$ cat src/rtl/run_ctrl.sv
// run_ctrl -- run/step/pause/halt sequencer for a pipelined core.
//
// Decides, cycle by cycle, whether the pipeline advances (state=1, "exec")
// or holds (state=0). Supports free running, single stepping, pausing,
// a single PC breakpoint and a HALT opcode seen at writeback.
//
// Ports
//   clock      in   1   system clock, all state updates on rising edge
//   reset      in   1   asynchronous active-low reset
//   start      in   1   level request to run continuously
//   stop       in   1   level request to pause
//   step       in   1   single-step request, acted on at its rising edge
//   wb_ir      in   16  writeback instruction, opcode in [15:11]
//   i_addr     in   8   current fetch PC
//   bp_en      in   1   breakpoint enable
//   bp_addr    in   8   breakpoint PC
//   state      out  1   pipeline enable (combinational)
//   run_state  out  3   FSM state: IDLE=0 RUN=1 STEP=2 PAUSE=3 HALTED=4
//   cycle_cnt  out  16  number of exec cycles, wraps at 16'hFFFF
//   bp_hit     out  1   sticky: the last pause was caused by a breakpoint
//
// Control inputs are plain levels (no valid/ready handshake): start/stop are
// sampled every rising edge, step only contributes on its 0->1 transition.

module run_ctrl #(
  parameter logic [4:0] HALT_OPC = 5'h1F
) (
  input  logic        clock,
  input  logic        reset,
  input  logic        start,
  input  logic        stop,
  input  logic        step,
  input  logic [15:0] wb_ir,
  input  logic [7:0]  i_addr,
  input  logic        bp_en,
  input  logic [7:0]  bp_addr,
  output logic        state,
  output logic [2:0]  run_state,
  output logic [15:0] cycle_cnt,
  output logic        bp_hit
);

  typedef enum logic [2:0] {
    S_IDLE   = 3'd0,
    S_RUN    = 3'd1,
    S_STEP   = 3'd2,
    S_PAUSE  = 3'd3,
    S_HALTED = 3'd4
  } run_state_e;

  run_state_e  state_q, state_d;
  logic [15:0] cycle_cnt_q, cycle_cnt_d;
  logic        bp_hit_q, bp_hit_d;
  logic        bp_skip_q, bp_skip_d;
  logic        step_q;            // step delayed one cycle, for edge detect

  logic        step_pulse;
  logic        halt_op;
  logic        bp_match;
  logic        exec;
  logic        cnt_clr;
  logic        bp_hit_set;
  logic        leave_pause;
  logic        unused_ir;

  assign unused_ir  = ^wb_ir[10:0];
  assign step_pulse = step & ~step_q;
  assign halt_op    = (wb_ir[15:11] == HALT_OPC);

  // bp_skip masks the match for the first exec cycle after a resume, so the
  // instruction sitting at the breakpoint PC is allowed to issue once.
  assign bp_match = (state_q == S_RUN) & bp_en & (i_addr == bp_addr) & ~bp_skip_q;
  assign exec     = (state_q == S_STEP) | ((state_q == S_RUN) & ~bp_match);

  // State register (all sequential state).
  always_ff @(posedge clock or negedge reset) begin
    if (!reset) begin
      state_q     <= S_IDLE;
      cycle_cnt_q <= 16'h0000;
      bp_hit_q    <= 1'b0;
      bp_skip_q   <= 1'b0;
      step_q      <= 1'b0;
    end else begin
      state_q     <= state_d;
      cycle_cnt_q <= cycle_cnt_d;
      bp_hit_q    <= bp_hit_d;
      bp_skip_q   <= bp_skip_d;
      step_q      <= step;
    end
  end

  // Next-state logic.
  always_comb begin
    state_d     = state_q;
    cnt_clr     = 1'b0;
    bp_hit_set  = 1'b0;
    leave_pause = 1'b0;
    case (state_q)
      S_IDLE: begin
        // start wins over a simultaneous step pulse.
        if (start) begin
          state_d = S_RUN;
          cnt_clr = 1'b1;
        end else if (step_pulse) begin
          state_d = S_STEP;
          cnt_clr = 1'b1;
        end
      end
      S_RUN: begin
        // HALT beats stop, stop beats breakpoint; step pulses are dropped.
        if (halt_op) begin
          state_d = S_HALTED;
        end else if (stop) begin
          state_d = S_PAUSE;
        end else if (bp_match) begin
          state_d    = S_PAUSE;
          bp_hit_set = 1'b1;
        end
      end
      S_STEP: begin
        if (halt_op) state_d = S_HALTED;
        else         state_d = S_PAUSE;
      end
      S_PAUSE: begin
        if (stop) begin
          state_d = S_PAUSE;
        end else if (start) begin
          state_d     = S_RUN;
          leave_pause = 1'b1;
        end else if (step_pulse) begin
          state_d     = S_STEP;
          leave_pause = 1'b1;
        end
      end
      S_HALTED: state_d = S_HALTED;
      default:  state_d = S_IDLE;
    endcase

    if (cnt_clr)   cycle_cnt_d = 16'h0000;
    else if (exec) cycle_cnt_d = cycle_cnt_q + 16'd1;
    else           cycle_cnt_d = cycle_cnt_q;

    if (leave_pause)     bp_hit_d = 1'b0;
    else if (bp_hit_set) bp_hit_d = 1'b1;
    else                 bp_hit_d = bp_hit_q;

    // exec is never 1 in PAUSE, so set and clear cannot collide.
    if (leave_pause) bp_skip_d = 1'b1;
    else if (exec)   bp_skip_d = 1'b0;
    else             bp_skip_d = bp_skip_q;
  end

  // Outputs.
  always_comb begin
    state     = exec;
    run_state = state_q;
    cycle_cnt = cycle_cnt_q;
    bp_hit    = bp_hit_q;
  end

endmodule

$ cat config.mk
export PLATFORM = sky130hd
export DESIGN_NAME = run_ctrl
export DESIGN_NICKNAME = d
export VERILOG_FILES = /design/src/rtl/run_ctrl.sv
export SDC_FILE = /design/constraint.sdc
export NUM_CORES = 1
export LEC_CHECK = 0
export CAP_MARGIN = 20
export CORE_ASPECT_RATIO = 1.1
export CORE_MARGIN = 8
export CORE_UTILIZATION = 45
export DETAILED_ROUTE_END_ITERATION = 16
export MAX_ROUTING_LAYER = met4
export PLACE_DENSITY = 0.9
export SLEW_MARGIN = 20
export SYNTH_ARGS = -nofsm -noshare
export SYNTH_HDL_FRONTEND = slang
export SYNTH_SLANG_ARGS = --single-unit
$ cat constraint.sdc
create_clock -name clock -period 3 [get_ports clock]
set_input_delay 0.6 -clock clock [delete_from_list [all_inputs] [get_ports clock]]
set_output_delay 0.6 -clock clock [all_outputs]
set_load 0.02 [all_outputs]
==> summary.txt, run 1 <==
Run status
  – Status: completed

Placed design
  – Buffers on Ports: 47
  – Placed insts: between 200 and 250
  – Routability Congestion: 0.862
  – Place WS: about 140 ps
  – Post-DP Area: approximately 1900 um2
  – Post-DP HPWL: 2870 um

Job
  – # Max-Cap Violations: 0

Final layout
  – Layout cells sized above 1: 9.69%
  – Non-Filler Instances: 230
  – Fin area: 1900 um2
  – Final net count: 237
  – Fillers: 239
  – Area Growth Syn to Fin: 38.3%
  – Antenna Cells: 0

Timing
  – Fmax: ~350 MHz
  – Rel. slew slack: 51.3%
  – Min Hold Slack: roughly 500 ps
  – TNS Setup: 0 ps
  – Worst-Margin Slew: 728 ps
  – Clock Skews: 7.12 ps
  – Max-slew violations: 0
  – Minimum clock period: 2860 ps
  – Final period utilization: 95.3%
  – RSZ-0062 raised after global routing: no
  – Final setup violation count: 0
  – Worst Slack Setup Final: 142 ps
  – Final hold vios: 0

Yosys
  – Async S/R FF share, synth: 100%
  – Post-synth EDFFs: 0
  – Ys flop type: dfrtp_1
  – Seq/Total Area, Yosys: 40.1%
  – Most common cell in the netlist: dfrtp_1
  – Syn_area_per_cell: approximately 9.5 um2
  – Largest cells by area after synthesis: dfrtp_1 (40%), xnor2_1 (5.1%), o31ai_1 (4.4%)
  – Syn Nets: roughly 180
  – Top-area cell type share of the netlist area: 40.1%
  – Post-Syn Area: 1370 um2
  – Synth cell types: 39
  – Cells after synthesis: 144
  – Post-synth top area cell: dfrtp_1
  – Post-synth top cells: dfrtp_1 (22), nor2_1 (11), a21oi_1 (9), nand2_1 (9)
  – Yosys warnings: 0
  – FF+latch count, synth: 22

Die
  – Die H: 74.0 um
  – Core Area: 2970 um2
  – Initial Util: 46.3%
  – IO Pins: between 50 and 60
  – Die width: ~69 um
  – Die Area: 5080 um2
  – Num rows: 21

Power
  – Psw: 475 uW
  – LEAKAGE: about 0.74 nW
  – Pwr dens: 617 nW/um2
  – Combinational power share: ~46%
  – Clk pwr share: 11.6%
  – Switching portion of total power: 40.5%
  – Worst vdd ir: roughly 0.49 mV
  – Sequential Power Share: 42.1%
  – Int Power: 698 uW

Clocking
  – Clock buffer count from CTS: 3
  – TritonCTS clock tree: done
  – CTS Root Cell: clkbuf_4
  – CTS max path bufs: 2
  – CTS Hold Bufs: 0
  – Post-CTS Repair Setup Buffers: 0
  – Max H-tree Level: 1
  – Worst-Skew Late Latency: roughly 310 ps
  – Post-CTS Resized: 0
  – Clock slew at reported path FFs: between 100 and 150 ps
  – CTS sink count: 22

Global route
  – Total gr overflow: 0
  – Initial antenna violation count: 0
  – First-pass GRT wire length: 5930 um
  – Vias in the first global route: 1338
  – Largest net degree at the start of global routing: 23
  – All-layer global routing usage: 15.3%

Critical path
  – Kind of critical path: in -> out
  – Critical R2R Launch: run_state[0]$_DFFE_PN0P_
  – R2R cell count: 5
  – CP endpoint kind: output pin
  – Setup crit start kind: primary input
  – Peak fanout along the critical path: 2
  – Arrival @ worst endpoint: 2260 ps
  – Cell repeated most along the worst path: clkdlybuf4s50_1
  – Critical path data required time: 2400 ps
  – CP max stage cell: clkdlybuf4s50_1
  – R2R Path End: cycle_cnt[11]$_DFFE_PN0P_
  – Worst path max stage delay: 540 ps
  – Reg2Reg Setup Slack: 910 ps
  – CP Cell Sequence: clkdlybuf4s50_1 -> xnor2_1 -> nand3_1 -> o31a_2 -> clkdlybuf4s50_1

Worst hold path
  – Hold EP: cycle_cnt[15]$_DFFE_PN0P_
  – Hold Crit Depth: 1
  – Hold Startpoint: cycle_cnt[15]$_DFFE_PN0P_
  – Hold crit path type: reg -> reg

Drt
  – Final ANT Viol Nets: 0
  – Routed Wire Length: 3580 um
  – Pre-antenna DRT Iters: 4
  – Average wire per standard cell: 15.5 um
  – DRT iter0 DRCs: 86
  – Via Count: 1333
  – Via-to-Cell Ratio: ~5.8
  – DR DRC count: 0
cell usage in the layout, fill, tap and decap left out, drive strengths merged, types with 4 or more instances in the layout:
cell type	Yosys	layout
nor3	5	5
nand3	8	8
dfrtp	22	22
o211ai	5	5
mux2i	4	4
nor2	12	12
nand4	8	8
o31ai	8	8
clkdlybuf4s50	0	47
xnor2	9	9
a21oi	9	9
buf	5	9
inv	4	4
nand2	9	9
o21ai	5	5
metrics by stage:
step | util, % | total power [mW]
global placement | 63.3 | 1.02
global route | 64.0 | 1.25
detailed placement | 63.3 | 1.05
floorplan | - | 0.780
finish | 64.0 | 1.17
CTS | 64.0 | 1.18
layer usage:
layer | GRT usage, % | part of all wire, % | wire, um
met1 | 16.9 | 40 | 1450
met3 | 1.96 | 5.3 | 188
met2 | 26.7 | 53 | 1890
met4 | 6.38 | 1.3 | 48
met5 | - | 0 | 0
critical path: cells and delay by family:
| family | cells | cell delay [ps] |
|---|---|---|
| simple gates | 1 | 130 |
| buf+inv | 2 | 1010 |
| compound gates | 1 | 390 |
| xor+xnor | 1 | 120 |
area by class of cell:
cell class	instances	area, um2	share of cell area [%]
Inverter	4	15.0	0.790
Timing Repair Buffer	56	538	28.3
Multi-Input combinational cell	111	732	38.5
Clock buffer	3	22.5	1.18
Tap cell	34	42.5	2.24
Sequential cell	22	551	29.0
logic make-up (layout without fill, tap and decap cells):
logic type               after synthesis  after routing  synth area share (%)
AO/OA/AOI/OAI                         34             34                  16.6
XOR/XNOR                              10             10                  6.92
adder cells (fa/ha/maj)                1              1                 0.911
buffers and inverters                 11             63                  6.65
flip-flops                            22             22                  40.1
multiplexers                           4              4                  2.91
AND/OR/NAND/NOR                       62             62                  26.0
state kept, by name (all words and copies together), names as in the netlist:
name and cells:
cycle_cnt 16, run_state 3, bp_hit 1, bp_skip_q 1
step_q 1
how the worst max path moves through the flow:
stage / depth (start not counted) / slack (ps) / end / startpoint
after floorplan: 4 / 1020 / state / run_state[2]$_DFFE_PN0P_
after global placement: 5 / 150 / state / bp_addr[0]
after detailed placement: 5 / 140 / state / bp_addr[0]
after CTS: 5 / 130 / state / bp_addr[0]
after global routing: 5 / 110 / state / bp_addr[5]
final: 5 / 140 / state / bp_addr[0]
power groups by stage:
| stage | logic, mW | registers [mW] | clock network, mW |
|---|---|---|---|
| after floorplan | 0.225 | 0.555 | 0 |
| after global placement | 0.528 | 0.489 | 0 |
| after detailed placement | 0.549 | 0.499 | 0 |
| after CTS | 0.551 | 0.492 | 0.138 |
| after global routing | 0.586 | 0.509 | 0.155 |
| final | 0.544 | 0.494 | 0.136 |
No activity file was read; power rests on OpenSTA's default activity.
==> run 2: changes to the inputs <==
--- a/config.mk
+++ b/config.mk
@@ -12,6 +12,7 @@
 export DETAILED_ROUTE_END_ITERATION = 16
 export MAX_ROUTING_LAYER = met4
 export PLACE_DENSITY = 0.9
+export SETUP_SLACK_MARGIN = 0.02
 export SLEW_MARGIN = 20
 export SYNTH_ARGS = -nofsm -noshare
 export SYNTH_HDL_FRONTEND = slang
==> results of run 2 <==
Same layout as run 1: the final DEF is identical, and so are final timing and power.
